===== src/rtl/adjust_mode_controller.sv =====
`timescale 1ns/1ps
// -----------------------------------------------------------------------------
// adjust_mode_controller
//
// Button-driven sequencer for the alarm clock. It sequences the NORMAL, ADJUST
// and RINGING modes, turns up/down presses into inc/dec strobes for the clock
// hour/minute counters, and holds the alarm hour/minute registers.
//
// Ports
//   clock        system clock, rising edge
//   rst          asynchronous, active-high reset
//   btn_c/u/d/l/r one-cycle button pulses (centre/up/down/left/right)
//   alarm_match  level, high while current time equals alarm time
//   adjust_mode  1 while in ADJUST
//   sel          field being adjusted (0 clk hr, 1 clk min, 2 alarm hr, 3 alarm min)
//   sel_led      one-hot of sel while in ADJUST, else 0
//   clk_hr_inc/dec, clk_min_inc/dec  one-cycle strobes to the clock counters
//   alarm_hr     alarm hour register   (0..HOURS-1)
//   alarm_min    alarm minute register (0..MINUTES-1)
//   alarm_en     alarm armed flag
//   ringing      1 while in RINGING
//   dbg_state    current FSM state (0 NORMAL, 1 ADJUST, 2 RINGING)
//
// Every output comes straight from a flop. A pulse in cycle N is visible in
// cycle N+1. Same-cycle pulses resolve with priority C > L > R > U > D.
// -----------------------------------------------------------------------------
module adjust_mode_controller #(
  parameter int HOURS   = 24,
  parameter int MINUTES = 60
) (
  input  logic       clock,
  input  logic       rst,
  input  logic       btn_c,
  input  logic       btn_u,
  input  logic       btn_d,
  input  logic       btn_l,
  input  logic       btn_r,
  input  logic       alarm_match,
  output logic       adjust_mode,
  output logic [1:0] sel,
  output logic [3:0] sel_led,
  output logic       clk_hr_inc,
  output logic       clk_hr_dec,
  output logic       clk_min_inc,
  output logic       clk_min_dec,
  output logic [4:0] alarm_hr,
  output logic [5:0] alarm_min,
  output logic       alarm_en,
  output logic       ringing,
  output logic [1:0] dbg_state
);

  typedef enum logic [1:0] {
    ST_NORMAL  = 2'd0,
    ST_ADJUST  = 2'd1,
    ST_RINGING = 2'd2
  } state_t;

  localparam logic [4:0] HR_MAX  = 5'(HOURS - 1);
  localparam logic [5:0] MIN_MAX = 6'(MINUTES - 1);

  // State and registered outputs
  state_t     r_state;
  logic [1:0] r_sel;
  logic [3:0] r_sel_led;
  logic       r_adjust_mode;
  logic       r_ringing;
  logic       r_hr_inc;
  logic       r_hr_dec;
  logic       r_min_inc;
  logic       r_min_dec;
  logic [4:0] r_alarm_hr;
  logic [5:0] r_alarm_min;
  logic       r_alarm_en;
  logic       r_silenced;

  // Next-state values
  state_t     w_state_nxt;
  logic [1:0] w_sel_nxt;
  logic [3:0] w_sel_led_nxt;
  logic       w_hr_inc_nxt;
  logic       w_hr_dec_nxt;
  logic       w_min_inc_nxt;
  logic       w_min_dec_nxt;
  logic [4:0] w_alarm_hr_nxt;
  logic [5:0] w_alarm_min_nxt;
  logic       w_alarm_en_nxt;
  logic       w_silenced_nxt;

  // Priority-resolved button actions: at most one is high per cycle.
  logic w_act_c;
  logic w_act_l;
  logic w_act_r;
  logic w_act_u;
  logic w_act_d;
  logic w_any_btn;

  assign w_act_c   = btn_c;
  assign w_act_l   = ~btn_c & btn_l;
  assign w_act_r   = ~btn_c & ~btn_l & btn_r;
  assign w_act_u   = ~btn_c & ~btn_l & ~btn_r & btn_u;
  assign w_act_d   = ~btn_c & ~btn_l & ~btn_r & ~btn_u & btn_d;
  assign w_any_btn = btn_c | btn_l | btn_r | btn_u | btn_d;

  always_comb begin
    w_state_nxt     = r_state;
    w_sel_nxt       = r_sel;
    w_hr_inc_nxt    = 1'b0;
    w_hr_dec_nxt    = 1'b0;
    w_min_inc_nxt   = 1'b0;
    w_min_dec_nxt   = 1'b0;
    w_alarm_hr_nxt  = r_alarm_hr;
    w_alarm_min_nxt = r_alarm_min;
    w_alarm_en_nxt  = r_alarm_en;
    w_silenced_nxt  = r_silenced;

    case (r_state)
      ST_NORMAL: begin
        if (w_act_c) begin
          w_state_nxt = ST_ADJUST;
          w_sel_nxt   = 2'd0;
        end else if (w_act_u) begin
          w_alarm_en_nxt = ~r_alarm_en;
        end else if (alarm_match && r_alarm_en && !r_silenced) begin
          w_state_nxt = ST_RINGING;
        end
      end

      ST_ADJUST: begin
        // sel is left as-is on exit so the display can keep showing it.
        if (w_act_c) begin
          w_state_nxt = ST_NORMAL;
        end else if (w_act_l) begin
          w_sel_nxt = r_sel - 2'd1;
        end else if (w_act_r) begin
          w_sel_nxt = r_sel + 2'd1;
        end else if (w_act_u || w_act_d) begin
          case (r_sel)
            2'd0: begin
              w_hr_inc_nxt = w_act_u;
              w_hr_dec_nxt = w_act_d;
            end
            2'd1: begin
              w_min_inc_nxt = w_act_u;
              w_min_dec_nxt = w_act_d;
            end
            2'd2: begin
              if (w_act_u) begin
                w_alarm_hr_nxt = (r_alarm_hr == HR_MAX) ? 5'd0 : r_alarm_hr + 5'd1;
              end else begin
                w_alarm_hr_nxt = (r_alarm_hr == 5'd0) ? HR_MAX : r_alarm_hr - 5'd1;
              end
            end
            default: begin
              if (w_act_u) begin
                w_alarm_min_nxt = (r_alarm_min == MIN_MAX) ? 6'd0 : r_alarm_min + 6'd1;
              end else begin
                w_alarm_min_nxt = (r_alarm_min == 6'd0) ? MIN_MAX : r_alarm_min - 6'd1;
              end
            end
          endcase
        end
      end

      ST_RINGING: begin
        // Any press only silences; it is not passed on as a normal action.
        if (w_any_btn) begin
          w_state_nxt    = ST_NORMAL;
          w_silenced_nxt = 1'b1;
        end else if (!alarm_match) begin
          w_state_nxt = ST_NORMAL;
        end
      end

      default: begin
        w_state_nxt = ST_NORMAL;
      end
    endcase

    // Once the match window ends, the next match may ring again.
    if (!alarm_match) begin
      w_silenced_nxt = 1'b0;
    end

    w_sel_led_nxt = (w_state_nxt == ST_ADJUST) ? (4'b0001 << w_sel_nxt) : 4'b0000;
  end

  always_ff @(posedge clock or posedge rst) begin
    if (rst) begin
      r_state       <= ST_NORMAL;
      r_sel         <= 2'd0;
      r_sel_led     <= 4'b0000;
      r_adjust_mode <= 1'b0;
      r_ringing     <= 1'b0;
      r_hr_inc      <= 1'b0;
      r_hr_dec      <= 1'b0;
      r_min_inc     <= 1'b0;
      r_min_dec     <= 1'b0;
      r_alarm_hr    <= 5'd0;
      r_alarm_min   <= 6'd0;
      r_alarm_en    <= 1'b0;
      r_silenced    <= 1'b0;
    end else begin
      r_state       <= w_state_nxt;
      r_sel         <= w_sel_nxt;
      r_sel_led     <= w_sel_led_nxt;
      r_adjust_mode <= (w_state_nxt == ST_ADJUST);
      r_ringing     <= (w_state_nxt == ST_RINGING);
      r_hr_inc      <= w_hr_inc_nxt;
      r_hr_dec      <= w_hr_dec_nxt;
      r_min_inc     <= w_min_inc_nxt;
      r_min_dec     <= w_min_dec_nxt;
      r_alarm_hr    <= w_alarm_hr_nxt;
      r_alarm_min   <= w_alarm_min_nxt;
      r_alarm_en    <= w_alarm_en_nxt;
      r_silenced    <= w_silenced_nxt;
    end
  end

  assign adjust_mode = r_adjust_mode;
  assign sel         = r_sel;
  assign sel_led     = r_sel_led;
  assign clk_hr_inc  = r_hr_inc;
  assign clk_hr_dec  = r_hr_dec;
  assign clk_min_inc = r_min_inc;
  assign clk_min_dec = r_min_dec;
  assign alarm_hr    = r_alarm_hr;
  assign alarm_min   = r_alarm_min;
  assign alarm_en    = r_alarm_en;
  assign ringing     = r_ringing;
  assign dbg_state   = r_state;

endmodule


===== config.mk =====
export PLATFORM = sky130hd
export DESIGN_NAME = adjust_mode_controller
export DESIGN_NICKNAME = d
export VERILOG_FILES = /design/src/rtl/adjust_mode_controller.sv
export SDC_FILE = /design/constraint.sdc
export NUM_CORES = 1
export LEC_CHECK = 0
export BUFFER_PORTS_ARGS = -buffer_cell sky130_fd_sc_hd__buf_2
export CORE_ASPECT_RATIO = 1.1
export CORE_MARGIN = 4
export CORE_UTILIZATION = 54
export DETAILED_ROUTE_END_ITERATION = 12
export PLACE_DENSITY = 0.88
export SYNTH_ARGS = -nofsm -noshare
export SYNTH_HDL_FRONTEND = slang
export SYNTH_SLANG_ARGS = --single-unit

===== constraint.sdc =====
create_clock -name clock -period 1.99 [get_ports clock]
set_input_delay 0 -clock clock [delete_from_list [all_inputs] [get_ports clock]]
set_output_delay 0 -clock clock [all_outputs]
set_load 0.02 [all_outputs]

==> run summary <==
Status - complete, no violations
Largest net degree at the start of global routing - 28
Antenna cells - 0
Slew HR - 0.678
Crit path cell chain - nor3b_4 -> nand4b_1 -> buf_4 -> o21ai_0 -> o31ai_1
CP endpoint kind - flop
Worst-path maximum fanout - 8
Share of layout cells above drive strength 1 - 0.260
Asr flop ratio synth - 1.00
Clock skew - 0.00531 ns
Initial Utilization - 0.561
Clock H-tree levels - 1
IO Pins - 34
Fillers - 256
Multi-input gate area - 921 sq um
Synth top cells by count - dfrtp_1 (27), nor2_1 (15), inv_1 (14)
Register area share after synthesis - 0.395
Max frequency - 0.570 GHz
Clk slew on worst S/H paths - 0.15 ns
VDD IR max - 0.792 mV
Finished Core Util - 0.652
Worst slew pin tran - 0.477 ns
Flops & latches, synth - 27
Top cells by area, synth - dfrtp_1 (40%), ha_1 (6.6%), nor2_1 (3.3%)
Setup TNS - 0 ns
Via count - 1,498
Post-DP HPWL - 2640 um
R2R Setup Slk - 0.24 ns
Tightest Hold Check Type - in -> reg
Startpoint Class - flop
Cell area power density - 1090 nW/um^2
Core area - 3050 sq um
Synth cell types - 55
Pre-antenna DRT Iters - 4
Slowest stage delay, CP - 0.44 ns
DIE WIDTH - 61.7 um
DIE AREA - 4130 sq um
Pins Over Slew Limit - 0
Initial antenna violation count - 0
Via density - 5.92
WS Path Type - reg -> reg
Clock Path Buffers - 2
Skew-Pair Late Insertion Delay - 0.34 ns
Leakage power - 0.959 nW
Period utilization - 0.881
Final GP Congestion - 0.882
Hold Path End - sel[0]
Vias in the first global route - 1,417
Die Span Y - 67.0 um
Drt total wl - 3660 um
Routed Antenna Nets - 0
Netlist Area Pre-Place - 1710 sq um
Initial DRC count - 95
RR Endpoint - alarm_min[2]
Hold Path Depth - 3
First-pass GRT wire length - 6440 um
Slowest CP cell - dfrtp_1
Yosys top cell area share - 0.395
Clock sinks - 27
Final setup vio count - 0
Most common cell in the netlist - dfrtp_1
Port Buffers - 33
Worst R2R Path Depth - 5
Met3 global-route usage - 0.0252
Worst Path Arrival - 1.99 ns
WL per Instance - 14.5 um
Syn_nets - 197
Nets - 237
CTS tree - yes
Hold path startpoint - btn_c
GR Util met2 - 0.330
Cells after Synth - 180
Post-synth EDFFs - 0
Max-Cap Viols - 0
GR peak layer - met2
Drt drc - 0
Yosys top cell by area - dfrtp_1
Std-Cell Rows - 21
Post-CTS setup buffers - 0
Worst EP required - 2.22 ns
Fin crit period - 1.75 ns
Overall routing resource usage - 0.206
RSZ-0062 raised after global routing - no
Post-synth top flop - dfrtp_1
Syn Area/Cell - 9.50 sq um
GRT overflow - 0
Clock root buffer - clkbuf_4
Worst Path Buf+Inv - 1
Inserted Clock Buffers - 3
Crit-path leading delay family - simple AND/OR/NAND/NOR gates
Worst r2r src - dbg_state[1]
Met1 GRT Util - 0.276
Warnings, synthesis - 0
Area growth syn-to-layout - 16.2%
Sequential cell area - 676 sq um
Final Hold Fails - 0
[power by group]
part	internal [mW]	total, mW	switching (mW)
Combinational	0.437	1.08	0.641
Sequential	0.688	0.833	0.145
Clock	0.0773	0.252	0.174
Total	1.20	2.16	0.961
[kinds of logic (layout without fill, tap and decap cells)]
logic type,count (synthesis),in the layout,share of synthesized area
AND/OR/NAND/NOR,63,63,0.233
AO/OA/AOI/OAI,49,49,0.197
flip-flops,27,27,0.395
buffers and inverters,24,63,0.0666
adder cells (fa/ha/maj),9,9,0.0658
XOR/XNOR,5,5,0.0256
multiplexers,3,3,0.0176
[how the worst max path moves through the flow]
| stage | from | endpoint | slack, ns | depth (start not counted) |
|---|---|---|---|---|
| global route | dbg_state[1] | alarm_min[2] | 0.02 | 5 |
| global placement | dbg_state[1] | alarm_min[2] | 0.31 | 5 |
| CTS | dbg_state[1] | alarm_min[2] | 0.26 | 5 |
| floorplan | alarm_min[0] | alarm_min[4] | 0.32 | 6 |
| finish | dbg_state[1] | alarm_min[2] | 0.24 | 5 |
| detailed placement | dbg_state[1] | alarm_min[2] | 0.28 | 5 |
[layer usage]
layer  share of wire  vias up  routed length (um)
met5               0        -                   0
met4           0.015        0                  55
met3           0.054        5                 199
met2            0.48       49                1760
met1            0.45      715                1650
li1                -      729                   -
[registers in the layout, indices dropped and copies added (netlist names), 2 cells and up]
| signal | flops |
|---|---|
| sel_led | 4 |
| dbg_state | 2 |
| alarm_hr | 5 |
| alarm_min | 6 |
| sel | 2 |
[worst min-delay path: stages]
cell and delay [ns]:
buf_2 0.20, a21oi_1 0.14, o21ai_0 0.07
[repair_timing]
item                      4_1_cts  5_1_grt
hold buffers                    4        0
hold endpoints to repair       32        0
resized for setup               0        0
[metrics by stage]
stage / hold slack [ns] / instances / setup WS [ns] / instance area, sq um / power, mW
after floorplan: 0.0527 / 180 / 0.319 / 1710 / 1.59
after global placement: 0.0741 / 245 / 0.310 / 1920 / 1.89
after detailed placement: 0.0929 / 245 / 0.278 / 1920 / 1.92
after CTS: 0.0812 / 253 / 0.264 / 1990 / 2.18
after global routing: 0.0853 / 253 / 0.0171 / 1990 / 2.34
final: 0.0975 / 253 / 0.237 / 1990 / 2.16
[final cells by class]
type | count | area share
Sequential cell | 27 | 0.340
Timing Repair Buffer | 45 | 0.134
Inverter | 14 | 0.0264
Clock buffer | 3 | 0.0113
Clock inverter | 1 | 0.00378
Multi-Input combinational cell | 129 | 0.463
Tap cell | 34 | 0.0214
[cells in the final DEF (no fill, tap or decap), drive strengths merged, types with 4 or more instances in the layout]
cell type / instances
buf: 41
inv: 14
a211oi: 7
nor2: 15
nor3: 7
nand3: 5
dlygate4sd3: 4
nor2b: 6
a21oi: 10
dfrtp: 27
o21ai: 13
nand2: 10
ha: 9
(Power assumes the default switching activity.)
